**src/rtl/hazard_ctrl_pkg.sv**
```systemverilog
`default_nettype none
// ============================================================================
// Module      : hazard_ctrl_pkg
// Description : Shared types and constants for the RV32I pipeline hazard
//               controller: FSM state encoding, x0 register index, and the
//               NOP instruction loaded by pipeline registers on flush.
// Revision    : 1.0 - initial release
// ============================================================================
package hazard_ctrl_pkg;

  // Controller sequencing states
  typedef enum logic [0:0] {
    ST_RUN      = 1'b0,
    ST_MEM_WAIT = 1'b1
  } hc_state_e;

  // Register x0 is hard-wired to zero and never carries a dependency
  localparam logic [4:0]  REG_X0    = 5'd0;

  // ADDI x0, x0, 0 -- the bubble a flushed pipeline register holds
  localparam logic [31:0] NOP_INSTR = 32'h0000_0013;

  // True when an ID source operand is actually read and names register rd
  function automatic logic reads_reg(input logic       use_f,
                                     input logic [4:0] rs,
                                     input logic [4:0] rd);
    return use_f && (rs == rd);
  endfunction

endpackage
`default_nettype wire

```
**src/rtl/hazard_ctrl_sat_counter.sv**
```systemverilog
`default_nettype none
// ============================================================================
// Module      : sat_counter
// Description : Up-counter that sticks at all-ones instead of wrapping.
// Revision    : 1.0 - initial release
// ============================================================================
module sat_counter #(
  parameter int W = 16
) (
  input  logic         clk,
  input  logic         reset,
  input  logic         inc,
  output logic [W-1:0] count
);

  logic [W-1:0] count_q;

  // Count qualifying cycles, holding once the maximum value is reached
  always_ff @(posedge clk) begin
    if (reset) begin
      count_q <= '0;
    end else if (inc && (count_q != {W{1'b1}})) begin
      count_q <= count_q + 1'b1;
    end
  end

  assign count = count_q;

endmodule
`default_nettype wire

```
**src/rtl/hazard_ctrl.sv**
```systemverilog
`default_nettype none
// ============================================================================
// Module      : hazard_ctrl
// Description : Stall/flush controller for a 5-stage RV32I pipeline. Resolves
//               data-memory wait states, EX-stage redirects and load-use
//               hazards (in that priority) and keeps saturating performance
//               counters of stalled cycles and redirect events.
// Revision    : 1.0 - initial release
// ============================================================================
module hazard_ctrl
  import hazard_ctrl_pkg::*;
#(
  parameter int CNT_W = 16
) (
  input  logic             clk,
  input  logic             reset,
  input  logic [4:0]       id_rs1,
  input  logic [4:0]       id_rs2,
  input  logic             id_use_rs1,
  input  logic             id_use_rs2,
  input  logic [4:0]       ex_rd,
  input  logic             ex_mem_read,
  input  logic             ex_redirect,
  input  logic             mem_req,
  input  logic             dmem_ready,
  output logic             stall_pc,
  output logic             stall_ifid,
  output logic             stall_idex,
  output logic             stall_exmem,
  output logic             flush_ifid,
  output logic             flush_idex,
  output logic             flush_memwb,
  output logic [CNT_W-1:0] stall_count,
  output logic [CNT_W-1:0] flush_count
);

  hc_state_e state_q;
  hc_state_e state_d;

  logic w_mem_wait;
  logic w_redirect;
  logic w_load_use;

  // State register; reset abandons any outstanding memory wait
  always_ff @(posedge clk) begin
    if (reset) begin
      state_q <= ST_RUN;
    end else begin
      state_q <= state_d;
    end
  end

  // Hazard detection, next state and prioritised stall/flush controls
  always_comb begin
    state_d     = state_q;
    stall_pc    = 1'b0;
    stall_ifid  = 1'b0;
    stall_idex  = 1'b0;
    stall_exmem = 1'b0;
    flush_ifid  = 1'b0;
    flush_idex  = 1'b0;
    flush_memwb = 1'b0;

    // Waiting on data memory: a new access that is not ready, or an
    // access already in progress that is still not ready.
    w_mem_wait = ((state_q == ST_RUN) && mem_req && !dmem_ready) ||
                 ((state_q == ST_MEM_WAIT) && !dmem_ready);

    // EX is frozen during a wait, so a redirect is only acted on once the
    // wait ends; it is held asserted by EX until then.
    w_redirect = !w_mem_wait && ex_redirect;

    // A redirect discards the ID instruction, so a load-use stall on it
    // would only waste a cycle.
    w_load_use = !w_mem_wait && !ex_redirect && ex_mem_read &&
                 (ex_rd != REG_X0) &&
                 (reads_reg(id_use_rs1, id_rs1, ex_rd) ||
                  reads_reg(id_use_rs2, id_rs2, ex_rd));

    case (state_q)
      ST_RUN:      if (mem_req && !dmem_ready) state_d = ST_MEM_WAIT;
      ST_MEM_WAIT: if (dmem_ready)             state_d = ST_RUN;
      default:     state_d = ST_RUN;
    endcase

    if (reset) begin
      // Fill the front and back of the pipeline with NOPs
      flush_ifid  = 1'b1;
      flush_idex  = 1'b1;
      flush_memwb = 1'b1;
    end else if (w_mem_wait) begin
      // Freeze everything upstream; the incomplete access must not retire
      stall_pc    = 1'b1;
      stall_ifid  = 1'b1;
      stall_idex  = 1'b1;
      stall_exmem = 1'b1;
      flush_memwb = 1'b1;
    end else if (w_redirect) begin
      // PC takes the target this edge; squash the two wrong-path slots
      flush_ifid  = 1'b1;
      flush_idex  = 1'b1;
    end else if (w_load_use) begin
      // Hold fetch/decode one cycle and inject a single bubble into EX
      stall_pc    = 1'b1;
      stall_ifid  = 1'b1;
      flush_idex  = 1'b1;
    end
  end

  sat_counter #(
    .W (CNT_W)
  ) u_stall_cnt (
    .clk   (clk),
    .reset (reset),
    .inc   (stall_pc),
    .count (stall_count)
  );

  sat_counter #(
    .W (CNT_W)
  ) u_flush_cnt (
    .clk   (clk),
    .reset (reset),
    .inc   (w_redirect),
    .count (flush_count)
  );

endmodule
`default_nettype wire

```
**config.mk**
```make
export PLATFORM = sky130hd
export DESIGN_NAME = hazard_ctrl
export DESIGN_NICKNAME = d
export VERILOG_FILES = /design/src/rtl/hazard_ctrl_pkg.sv /design/src/rtl/hazard_ctrl_sat_counter.sv /design/src/rtl/hazard_ctrl.sv
export SDC_FILE = /design/constraint.sdc
export NUM_CORES = 1
export LEC_CHECK = 0
export CELL_PAD_IN_SITES_DETAIL_PLACEMENT = 2
export CELL_PAD_IN_SITES_GLOBAL_PLACEMENT = 2
export CORE_ASPECT_RATIO = 1.1
export CORE_MARGIN = 5
export CORE_UTILIZATION = 25
export DETAILED_ROUTE_END_ITERATION = 7
export HOLD_SLACK_MARGIN = 0.06
export PLACE_DENSITY_LB_ADDON = 0.05
export SYNTH_ARGS = -nofsm -noshare
export SYNTH_HDL_FRONTEND = slang
export SYNTH_SLANG_ARGS = --single-unit
```
**constraint.sdc**
```tcl
create_clock -name clk -period 2.26 [get_ports clk]
set_clock_uncertainty 0.15 [all_clocks]
set_input_delay 0.226 -clock clk [delete_from_list [all_inputs] [get_ports clk]]
set_output_delay 0.226 -clock clk [all_outputs]
set_load 0.02 [all_outputs]
```
==> run_summary.xml <==
<?xml version="1.0" encoding="UTF-8"?>
<metrics>
  <group name="floorplanning">
    <metric name="boundaryPins" unit="">62</metric>
    <metric name="design.core.area" unit="sq um">7010</metric>
    <metric name="start_util" unit="%">25.6</metric>
    <metric name="row_count" unit="">32</metric>
    <metric name="die_area" unit="sq um">8970</metric>
    <metric name="die-height" unit="um">98.9</metric>
    <metric name="die_width" unit="um">90.8</metric>
  </group>
  <group name="pwr">
    <metric name="worst_case_vdd_ir_drop" unit="mV">0.259</metric>
    <metric name="power_density" unit="nW/um^2">472</metric>
    <metric name="total_leakage_power" unit="nW">1.09</metric>
  </group>
  <group name="synth">
    <metric name="synthesis.area" unit="sq um">1790</metric>
    <metric name="ys_dominant_reg_cell" unit="">dfxtp_1</metric>
    <metric name="syn_nets" unit="">234</metric>
    <metric name="postSynth.asyncResetShare" unit="%">0</metric>
    <metric name="yosys.cell_count.top_type" unit="">dfxtp_1</metric>
    <metric name="postSynthRegisterBits" unit="">33</metric>
    <metric name="synth.avg_cell_area" unit="sq um">8.58</metric>
    <metric name="synth-seq-area-share" unit="%">36.8</metric>
    <metric name="yosys-top-cells-count" unit="">dfxtp_1, nor2_1, nand2_1, nand4_1, xnor2_1</metric>
    <metric name="synth_top_area_share" unit="%">36.8</metric>
    <metric name="post-synth-top-area-cell" unit="">dfxtp_1</metric>
    <metric name="number_of_warnings_reported_in_the_yosys_synthesis_log" unit="">0</metric>
    <metric name="synth.lib_cells_used.distinct" unit="">45</metric>
    <metric name="ys_top_cells_by_area" unit="">dfxtp_1, xnor2_1, nand4_1</metric>
    <metric name="number_of_flops_mapped_to_enable_cells_by_yosys" unit="">0</metric>
    <metric name="syn-instance-count" unit="">209</metric>
  </group>
  <group name="flow_run">
    <metric name="max_cap_violations" unit="">0</metric>
  </group>
  <group name="setup_path">
    <metric name="crit_type" unit="">input pin to register</metric>
    <metric name="crit_path_start_kind" unit="">input pin</metric>
    <metric name="worstPathMaxFanout" unit="">23</metric>
    <metric name="worst-endpoint-required" unit="ns">2.32</metric>
    <metric name="critPathArrivalTime" unit="ns">2.25</metric>
    <metric name="critical_path.endpoint_type" unit="">register</metric>
  </group>
  <group name="global_route">
    <metric name="grt_start_max_net_pins" unit="">24</metric>
    <metric name="grt_antenna_before_repair" unit="">0</metric>
    <metric name="grt_pass1_wl" unit="um">10200</metric>
    <metric name="grt-ovfl-total" unit="">0</metric>
    <metric name="vias_in_the_first_global_route" unit="">2083</metric>
    <metric name="grt.total_usage" unit="%">13.7</metric>
  </group>
  <group name="detailed_routing">
    <metric name="drt_pre_antenna_iters" unit="">3</metric>
    <metric name="detail_route.drc_violations" unit="">0</metric>
    <metric name="vias" unit="">1942</metric>
    <metric name="detail-route-antenna-nets" unit="">0</metric>
    <metric name="drtIter0Drc" unit="">40</metric>
    <metric name="routed_wl_per_cell" unit="um">15.9</metric>
    <metric name="drt_wl_total" unit="um">6220</metric>
    <metric name="route.detailed.vias_per_inst" unit="">4.97</metric>
  </group>
  <group name="clock_tree">
    <metric name="cts_max_path_buffers" unit="">2</metric>
    <metric name="clock_pin_slew_on_the_worst_setup_and_hold_paths" unit="ns">0.07</metric>
    <metric name="tritoncts" unit="">built</metric>
    <metric name="cts.root.buffer_cell" unit="">clkbuf_8</metric>
    <metric name="cts_hold_buf" unit="">0</metric>
    <metric name="clock-sinks" unit="">33</metric>
    <metric name="tritoncts.num_buffers" unit="">5</metric>
    <metric name="clk_latency_worst_skew_pair" unit="ns">0.28</metric>
    <metric name="cts-htree-levels" unit="">2</metric>
  </group>
  <group name="layout">
    <metric name="final_layout_size_suffix_gt1_share" unit="%">20.6</metric>
    <metric name="antenna_cells" unit="">0</metric>
    <metric name="fill_cells" unit="">815</metric>
    <metric name="utilization" unit="%">41.4</metric>
    <metric name="areaGrowthSynthToFinish" unit="%">61.5</metric>
    <metric name="design.final.nets" unit="">330</metric>
  </group>
  <group name="sta">
    <metric name="max_clock_freq" unit="GHz">0.458</metric>
    <metric name="timing_worst_slew_pin_value" unit="ns">0.372</metric>
    <metric name="period_share" unit="%">96.7</metric>
    <metric name="relSlewSlack" unit="%">74.9</metric>
    <metric name="final_setup_fails" unit="">0</metric>
    <metric name="post-route-min-period" unit="ns">2.18</metric>
    <metric name="timing_hold_violations_final" unit="">0</metric>
    <metric name="finalSetupTns" unit="ns">0</metric>
    <metric name="rsz_0062_raised_after_global_routing" unit="">yes</metric>
    <metric name="finalMaxSlewViolations" unit="">0</metric>
  </group>
  <group name="placement">
    <metric name="place.detailed.hpwl" unit="um">4810</metric>
    <metric name="place.gp.congestion" unit="">0.669</metric>
    <metric name="placement.io_buffers" unit="">61</metric>
  </group>
  <group name="outcome">
    <metric name="run_status" unit="">completed</metric>
  </group>
  <group name="min_path">
    <metric name="hold_class" unit="">register to register</metric>
  </group>
</metrics>
[kinds of logic after synthesis]
group / after synthesis / share of synthesized area (%)
simple gates: 96 / 28.8
compound gates: 40 / 16.2
flops: 33 / 36.8
xor+xnor: 24 / 11.7
buf+inv: 13 / 4.18
fa+ha+maj: 2 / 1.39
mux: 1 / 0.837
[area by class of cell]
class | instances | area, sq um | share of cell area [%]
multi-input cells | 163 | 1100 | 37.9
inverters | 5 | 18.8 | 0.648
flip-flops and latches | 33 | 661 | 22.8
well taps | 85 | 106 | 3.67
clock inverters | 1 | 30.0 | 1.04
repair buffers | 97 | 897 | 31.0
clock buffers | 7 | 86.3 | 2.98
[repair_timing]
action | in CTS | in global routing
setup buffers | 0 | 0
cloned | 0 | 0
gates resized for setup | 18 | 12
pin swaps | 3 | 4
endpoints found under the setup margin | 7 | 9
[worst paths after layout]
path                                       startpoint               endpoint  slack [ns]  depth (start not counted)
worst max-delay path                         ex_rd[4]  u_stall_cnt.count[11]        0.08                          9
worst min-delay path            u_stall_cnt.count[11]  u_stall_cnt.count[11]        0.38                          2
worst max register to register   u_stall_cnt.count[0]  u_stall_cnt.count[11]        0.10                          9
worst min register to register  u_stall_cnt.count[11]  u_stall_cnt.count[11]        0.38                          2
[sequential cells by signal (all words and copies together), names as in the netlist]
signal	count
state_q	1
u_flush_cnt.count	16
u_stall_cnt.count	16
[metrics by stage]
step	total power (W)	instance area (sq um)	setup WS, ns	instances	hold WS (ns)
6_report	0.00137	2900	0.0753	391	0.376
5_1_grt	0.00144	2900	-0.0185	391	0.409
4_1_cts	0.00140	2850	0.00905	391	0.367
3_5_place_dp	0.000804	2740	-0.464	383	0.357
3_3_place_gp	0.000801	2740	-0.423	383	0.340
2_1_floorplan	0.000690	1790	0.150	209	0.249
[report_power, final]
group          internal, W  leakage [nW]  switching, W
Combinational     0.000105         0.768     0.0000894
Clock             0.000360        0.0585      0.000221
Sequential        0.000587         0.266    0.00000655
[worst max-delay path, stage by stage]
cell             delay [ns]
clkdlybuf4s50_1        0.53
xnor2_1                0.14
nand4_1                0.13
o22ai_2                0.20
buf_4                  0.14
a21oi_2                0.06
buf_12                 0.16
or4_1                  0.50
a21oi_2                0.16
[placed cells by master (no fill, tap or decap), types with 2 or more instances in the layout]
cell / count
clkdlybuf4s50_1: 51
buf_4: 36
dfxtp_1: 33
nor2_1: 23
nand4_1: 16
nand2_1: 16
xnor2_1: 14
nand3_1: 11
xor2_1: 10
a21oi_1: 9
o21ai_0: 6
clkbuf_8: 6
or3_1: 5
dlymetal6s2s_1: 5
inv_1: 4
o31ai_1: 4
or4_1: 4
nor3_1: 3
o41ai_1: 3
and4_1: 3
nor4_1: 3
a21oi_2: 2
o311ai_0: 2
and3_1: 2
o211a_1: 2
a31oi_1: 2
ha_1: 2
dlygate4sd2_1: 2
[metal layers]
layer / track usage, % / share of wire (%) / up-vias
met4: 4.06 / 1.4 / 0
met2: 25.0 / 53 / 39
met3: 3.13 / 4.1 / 7
li1: - / - / 963
met1: 15.9 / 41 / 933
met5: 0 / 0 / -
No activity file was read; power rests on OpenSTA's default activity.
